==> src/rtl/serial_adder.sv <==
// serial_adder: bit-serial LSB-first adder; one bit per clock in RUN,
// result published on entry to a one-cycle DONE state.
module serial_adder #(
    parameter int WIDTH = 8
) (
    input  logic             clk,
    input  logic             rst_n,
    input  logic             start,
    input  logic [WIDTH-1:0] a,
    input  logic [WIDTH-1:0] b,
    input  logic             c,
    output logic             busy,
    output logic             done,
    output logic [WIDTH-1:0] sum,
    output logic             carry
);
    localparam int CW = $clog2(WIDTH) + 1;

    typedef enum logic [1:0] {IDLE, RUN, DONE} state_t;

    state_t           state;
    logic [WIDTH-1:0] a_sr;
    logic [WIDTH-1:0] b_sr;
    logic [WIDTH-1:0] res;
    logic [CW-1:0]    cnt;
    logic             cy;
    logic             s;
    logic             cout;

    assign s    = a_sr[0] ^ b_sr[0] ^ cy;
    assign cout = (a_sr[0] & b_sr[0]) | (b_sr[0] & cy) | (cy & a_sr[0]);

    always_ff @(posedge clk or negedge rst_n) begin
        if (!rst_n) begin
            state <= IDLE;
            a_sr  <= '0;
            b_sr  <= '0;
            res   <= '0;
            cnt   <= '0;
            cy    <= 1'b0;
            busy  <= 1'b0;
            done  <= 1'b0;
            sum   <= '0;
            carry <= 1'b0;
        end else begin
            case (state)
                IDLE: begin
                    done <= 1'b0;
                    if (start) begin
                        a_sr  <= a;
                        b_sr  <= b;
                        cy    <= c;
                        cnt   <= '0;
                        busy  <= 1'b1;
                        state <= RUN;
                    end
                end
                RUN: begin
                    a_sr <= a_sr >> 1;
                    b_sr <= b_sr >> 1;
                    res  <= {s, res[WIDTH-1:1]};
                    cy   <= cout;
                    cnt  <= cnt + CW'(1);
                    // last bit: publish the result formed by this edge's shift
                    if (cnt == CW'(WIDTH - 1)) begin
                        sum   <= {s, res[WIDTH-1:1]};
                        carry <= cout;
                        busy  <= 1'b0;
                        done  <= 1'b1;
                        state <= DONE;
                    end
                end
                DONE: begin
                    done  <= 1'b0;
                    state <= IDLE;
                end
                default: begin
                    busy  <= 1'b0;
                    done  <= 1'b0;
                    state <= IDLE;
                end
            endcase
        end
    end
endmodule
==> config.mk <==
export PLATFORM = sky130hd
export DESIGN_NAME = serial_adder
export DESIGN_NICKNAME = d
export VERILOG_FILES = /design/src/rtl/serial_adder.sv
export SDC_FILE = /design/constraint.sdc
export NUM_CORES = 1
export LEC_CHECK = 0
export CORE_ASPECT_RATIO = 1.1
export CORE_UTILIZATION = 49
export CTS_BUF_LIST = sky130_fd_sc_hd__clkbuf_8
export DETAILED_ROUTE_END_ITERATION = 10
export GPL_ROUTABILITY_DRIVEN = 0
export PLACE_DENSITY = 0.81
export SLEW_MARGIN = 20
export SYNTH_ARGS = -nofsm -noshare
export SYNTH_HDL_FRONTEND = slang
export SYNTH_SLANG_ARGS = --single-unit
export TNS_END_PERCENT = 5
==> constraint.sdc <==
create_clock -name clk -period 1.6 [get_ports clk]
set_input_delay 0.32 -clock clk [delete_from_list [all_inputs] [get_ports clk]]
set_output_delay 0.32 -clock clk [all_outputs]
set_load 0.02 [all_outputs]
# --- Yosys cells after proc, flatten, opt, wreduce, memory -nomap -nowiden ---
# Index checks and enable logic that the tools add are counted.
word_totals:
  regBits: 42
  latchBits: 0
  mem_bits_rw: 0
  romBits: 0
  input_bits: 20
  output_inout_bits: 11
  word_cells: 46
  memories: 0
classes:
  add_sub_neg: 1
  mul: 0
  div: 0
  order_cmp: 0
  eq_ne: 5
  shift: 0
  n_mux: 16
  n_bitwise: 8
  reduce_logical: 6
ops:
  columns: ["operator", "count"]
  rows:
  - ["one-hot mux 8 bit (2 select lines)", 2]
  - ["two-way mux 8 bit", 2]
  - ["one-hot mux 4 bit (2 select lines)", 1]
  - ["AND reduction 2 bit", 3]
  - ["two-way mux 1 bit", 5]
  - ["adder 4 x 1 -> 4 bit, second input constant", 1]
  - ["== test 4 x 3 -> 1 bit, second input constant", 1]
  - ["two-way mux 2 bit", 2]
  - ["two-way mux 4 bit", 1]
  - ["!= test 2 bit, second input constant", 2]
  - ["one-hot mux 2 bit (2 select lines)", 1]
  - ["bitwise AND 1 bit", 3]
  - ["one-hot mux 1 bit (3 select lines)", 1]
  - ["AND reduction 3 bit", 1]
  - ["== test 2 x 1 -> 1 bit, second input constant", 1]
  - ["== test 2 bit, second input constant", 1]
  - ["zero test 2 bit", 1]
  - ["OR 1 bit", 2]
  - ["one-hot mux 1 bit (2 select lines)", 1]
  - ["nonzero test 2 bit", 1]
  - ["bitwise XOR 1 bit", 2]
  - ["NOT 1 bit", 1]

# --- Logic depth before layout (Yosys ltp) ---
# Gate-level depths: netlist (run 1).
depth:
  word_depth: 4
  ltp_mapped: 5
  depth_no_buf: 4

# --- Least setup slack after synthesis (run 1) ---
# Ideal clock, no wire load.
synth_timing:
  kind: "register to register"
  startpoint: "reg cnt[0]"
  endpoint: "reg carry"
  setup_ns: 0.125
  t_arrival_ns: 1.364
  required_time_ns: 1.475
  path_slack_ns: 0.111
  path_stages_with_launch: 6
  path_buffers: 1
  period_less_slack_ns: 1.489
  path_cell_list: "dfrtp_1 -> ha_1 -> and3b_4 -> and2_4 -> buf_12 -> mux2_4"
synth_via:
  elab_chain_cells: 2
synth_lines:
  columns: ["item", "line_no", "rtl"]
  rows:
  - ["start, declared", "25", "logic [CW-1:0] cnt;"]
  - ["start signal, assigned", "63", "cnt <= cnt + CW'(1);"]
  - ["== test 4 x 3 -> 1 bit", "65", "if (cnt == CW'(WIDTH - 1)) begin"]
  - ["AND reduction 2 bit (no source line)", null, null]
  - ["end signal, assigned", "67", "carry <= cout;"]
  - ["end, declared", "15", "output logic carry"]
# Every way passes these cells.
# A chain may end at the register's enable or synchronous reset.

# --- Worst setup path after layout (run 1) ---
layout_timing:
  startpoint: "reg sum[5]"
  endpoint: "out sum[5]"
layout_rtl:
  columns: ["item", "line_no", "rtl"]
  rows:
  - ["start, declared", "14", "output logic [WIDTH-1:0] sum,"]
  - ["start signal, assigned", "66", "sum <= {s, res[WIDTH-1:1]};"]
# No word-level cell between the ends.

==> impl_metrics.csv, run 1 <==
group,metric,value,unit
timing,setup_viol,0,
timing,hold_ws,0.0768,ns
timing,period_needed,1.57,ns
clock_tree,numClockSinks,41,
routing,drc,0,
grt,grt_pass1_vias,1475,
setup_path,crit_required,1.28,ns
layout,drive_above_1_share,0.135,
clock_tree,cts_tree,"yes",
clock_tree,htreeDepth,2,
grt,grt_first_pass_wirelength,6310,µm
timing,fmax,636,MHz
clock_tree,cts_buffers,5,
floorplanning,die_x,61.2,µm
grt,grtUsageTotal,0.210,
clock_tree,clkTransAtPathRegs,0.08,ns
layout,antennaDiodeCount,0,
timing,final_hold_viol_count,0,
timing,skew,0.0109,ns
power,leakage,1.17,nW
setup_path,crit_buf_inv,1,
timing,tns,0,ns
synth,yosysWarnings,0,
routing,num_vias,1416,
layout,syn_to_final_growth,24.0,%
synth,synth-seq-cells,41,
floorplanning,placementRows,23,
timing,slew_headroom,0.659,
grt,grt_overflow,0,
routing,final_antenna_net_count,0,
routing,drt_iter0_markers,49,
placement,dp_slack,0.0309,ns
setup_path,slowest_stage,"clkdlybuf4s50_1",
placement,place_hpwl,2560,µm
clock_tree,clock-root-buffer,"clkbuf_8",
routing,finalWirelength,3800,µm
synth,syn_nets,196,
setup_path,crit_chain,"clkdlybuf4s50_1",
timing,slew_violations,0,
clock_tree,insertion_delay,0.29,ns
clock_tree,postCtsSetupRepairBufs,0,
setup_path,crit_fanout,2,
synth,syn_inst,174,
grt,antenna_found_initial,0,
power,cellPowerDensity,1830,nW/µm²
min_path,hold_class,"input pin to async pin",
run,drv_cap,0,
floorplanning,core-area,3650,µm²
power,vdd_drop_max,768,µV
floorplanning,ios,31,
synth,synth_cell_types,26,
setup_path,critPathTopFamily,"buffers and inverters",
floorplanning,start_util,0.517,
setup_path,crit_path_end_kind,"output pin",
routing,vias_per_cell,5.51,
synth,netlist_area,1890,µm²
synth,syn_avg_cell_area,10.9,µm²
placement,port_buffers,30,
clock_tree,cts_buffer_depth,2,
layout,final_nets,228,
setup_path,worstPathArrival,1.25,ns
floorplanning,die_y,67.1,µm
status,status,"completed",
timing,worst_slew_pin_slew,0.512,ns
setup_path,worst_path_largest_cell_delay,0.60,ns
timing,fin_crit_sh,0.983,
floorplanning,fp.dieArea,4110,µm²
routing,avgRoutedWirePerCell,14.8,µm
synth,yosysSeqAreaShare,0.543,
routing,drt_pass1_iterations,4,
setup_path,cp-start-kind,"flop",
timing,setup_slack,0.0265,ns
grt,grt_max_degree,42,
layout,final_cells,257,
placement,placed_cells,249,
setup_path,worstSetupPathType,"flop to output pin",
==> layout by cell type (no fill, tap or decap) <==
cell type        synthesis  final
a21oi_1                 18     18
a22o_1                   2      2
a22oi_1                 15     15
and2_4                   1      1
and2b_1                  6      6
and2b_4                  1      1
and3b_4                  1      1
buf_12                   1      1
buf_2                    1      1
buf_4                    3      5
clkbuf_8                 0      5
clkdlybuf4s50_1          0     19
clkinv_2                 0      2
clkinvlp_4               0      1
dfrtp_1                 41     41
dlygate4sd2_1            0      1
dlymetal6s2s_1           0      9
fa_1                     1      1
ha_1                     1      1
inv_1                    1      1
mux2_2                   1      1
mux2_4                   9      9
nand2_1                 25     25
nand2b_1                 1      1
nand3_1                  2      2
nor2_1                   4      4
nor2b_1                 12     12
o21ai_1                 18     18
o21bai_1                 1      1
o311ai_1                 1      1
o32ai_1                  1      1
==> cell type report <==
| type | instances | area, µm² |
|---|---|---|
| fill | 314 | 1310 |
| sequential | 41 | 1030 |
| multi-input combinational | 121 | 791 |
| timing repair buffer | 36 | 374 |
| clock buffer | 5 | 68.8 |
| tap | 50 | 62.6 |
| clock inverter | 3 | 17.5 |
| inverter | 1 | 3.75 |
==> state kept, by name, indices dropped and copies added (netlist names) <==
| name | count |
|---|---|
| a_sr | 8 |
| b_sr | 8 |
| sum | 8 |
| res | 7 |
| cnt | 4 |
| state | 2 |
| busy | 1 |
| carry | 1 |
| cy | 1 |
| done | 1 |
==> cell usage after synthesis <==
master     n  area (µm²)
a21oi_1   18        90.1
a22o_1     2        17.5
a22oi_1   15         113
and2_4     1        8.76
and2b_1    6        45.0
and2b_4    1        10.0
and3b_4    1        12.5
buf_12     1        20.0
buf_2      1        5.00
buf_4      3        22.5
clkbuf_1   6        22.5
dfrtp_1   41        1030
fa_1       1        20.0
ha_1       1        12.5
inv_1      1        3.75
mux2_2     1        11.3
mux2_4     9         135
nand2_1   25        93.8
nand2b_1   1        6.26
nand3_1    2        10.0
nor2_1     4        15.0
nor2b_1   12        75.1
o21ai_1   18        90.1
o21bai_1   1        7.51
o311ai_1   1        8.76
o32ai_1    1        8.76
==> cells by family (layout without fill, tap and decap cells) <==
group                      Yosys count  in the layout  share of synthesized area
AOI/OAI and AO/OA                   56             56                      0.177
and+or+nand+nor                     53             53                      0.146
DFF                                 41             41                      0.543
buffers and inverters               12             45                     0.0390
muxes                               10             10                     0.0774
adders and majority gates            2              2                     0.0172
==> power by group <==
part | total [W] | internal (W) | switching [W] | leakage [nW]
combinational | 0.00184 | 0.000886 | 0.000954 | 0.600
sequential | 0.00179 | 0.00147 | 0.000315 | 0.530
clock | 0.000651 | 0.000301 | 0.000350 | 0.0439
==> final timing paths <==
| kind | cells after the start | startpoint | to | slack, ns |
|---|---|---|---|---|
| hold reg to reg | 2 | res[1] | res[1] | 0.50 |
| setup reg to reg | 4 | cnt[0] | sum[2] | 0.10 |
| min in group clk | 2 | res[1] | res[1] | 0.50 |
| setup / recovery | 1 | sum[5] | sum[5] | 0.03 |
| hold / removal | 2 | rst_n | sum[1] | 0.08 |
| max in group asynchronous | 2 | rst_n | a_sr[7] | 1.16 |
==> layer usage <==
| layer | GRT usage | up-vias | routed length (µm) |
|---|---|---|---|
| met2 | 0.360 | 34 | 1980 |
| met1 | 0.251 | 701 | 1600 |
| li1 | - | 671 | - |
| met5 | 0 | - | 0 |
| met3 | 0.0536 | 10 | 126 |
| met4 | 0.0767 | 0 | 95 |
==> stage by stage <==
stage	total power, W	instance area, µm²	utilization
after floorplan	0.00305	1890	-
after global placement	0.00355	2240	0.612
after detailed placement	0.00369	2240	0.612
after CTS	0.00433	2320	0.635
after global routing	0.00459	2340	0.641
final	0.00428	2340	0.641
==> repair_timing <==
| action | 4_1_cts | 5_1_grt |
|---|---|---|
| setup endpoints to repair | 1 | 9 |
| gates cloned | 0 | 0 |
| hold buffers | 0 | 0 |
| hold endpoints to repair | 0 | 0 |
| pin swaps | 0 | 0 |
| gates resized for setup | 1 | 9 |
(Power assumes the default switching activity.)
==> inputs of run 2 (changes only) <==
--- a/config.mk
+++ b/config.mk
@@ -8,6 +8,7 @@
 export CORE_ASPECT_RATIO = 1.1
 export CORE_UTILIZATION = 49
 export CTS_BUF_LIST = sky130_fd_sc_hd__clkbuf_8
+export CTS_CLUSTER_DIAMETER = 200
 export DETAILED_ROUTE_END_ITERATION = 10
 export GPL_ROUTABILITY_DRIVEN = 0
 export PLACE_DENSITY = 0.81
==> results of run 2 <==
Same layout as run 1: the final DEF is identical, and so are final timing and power.
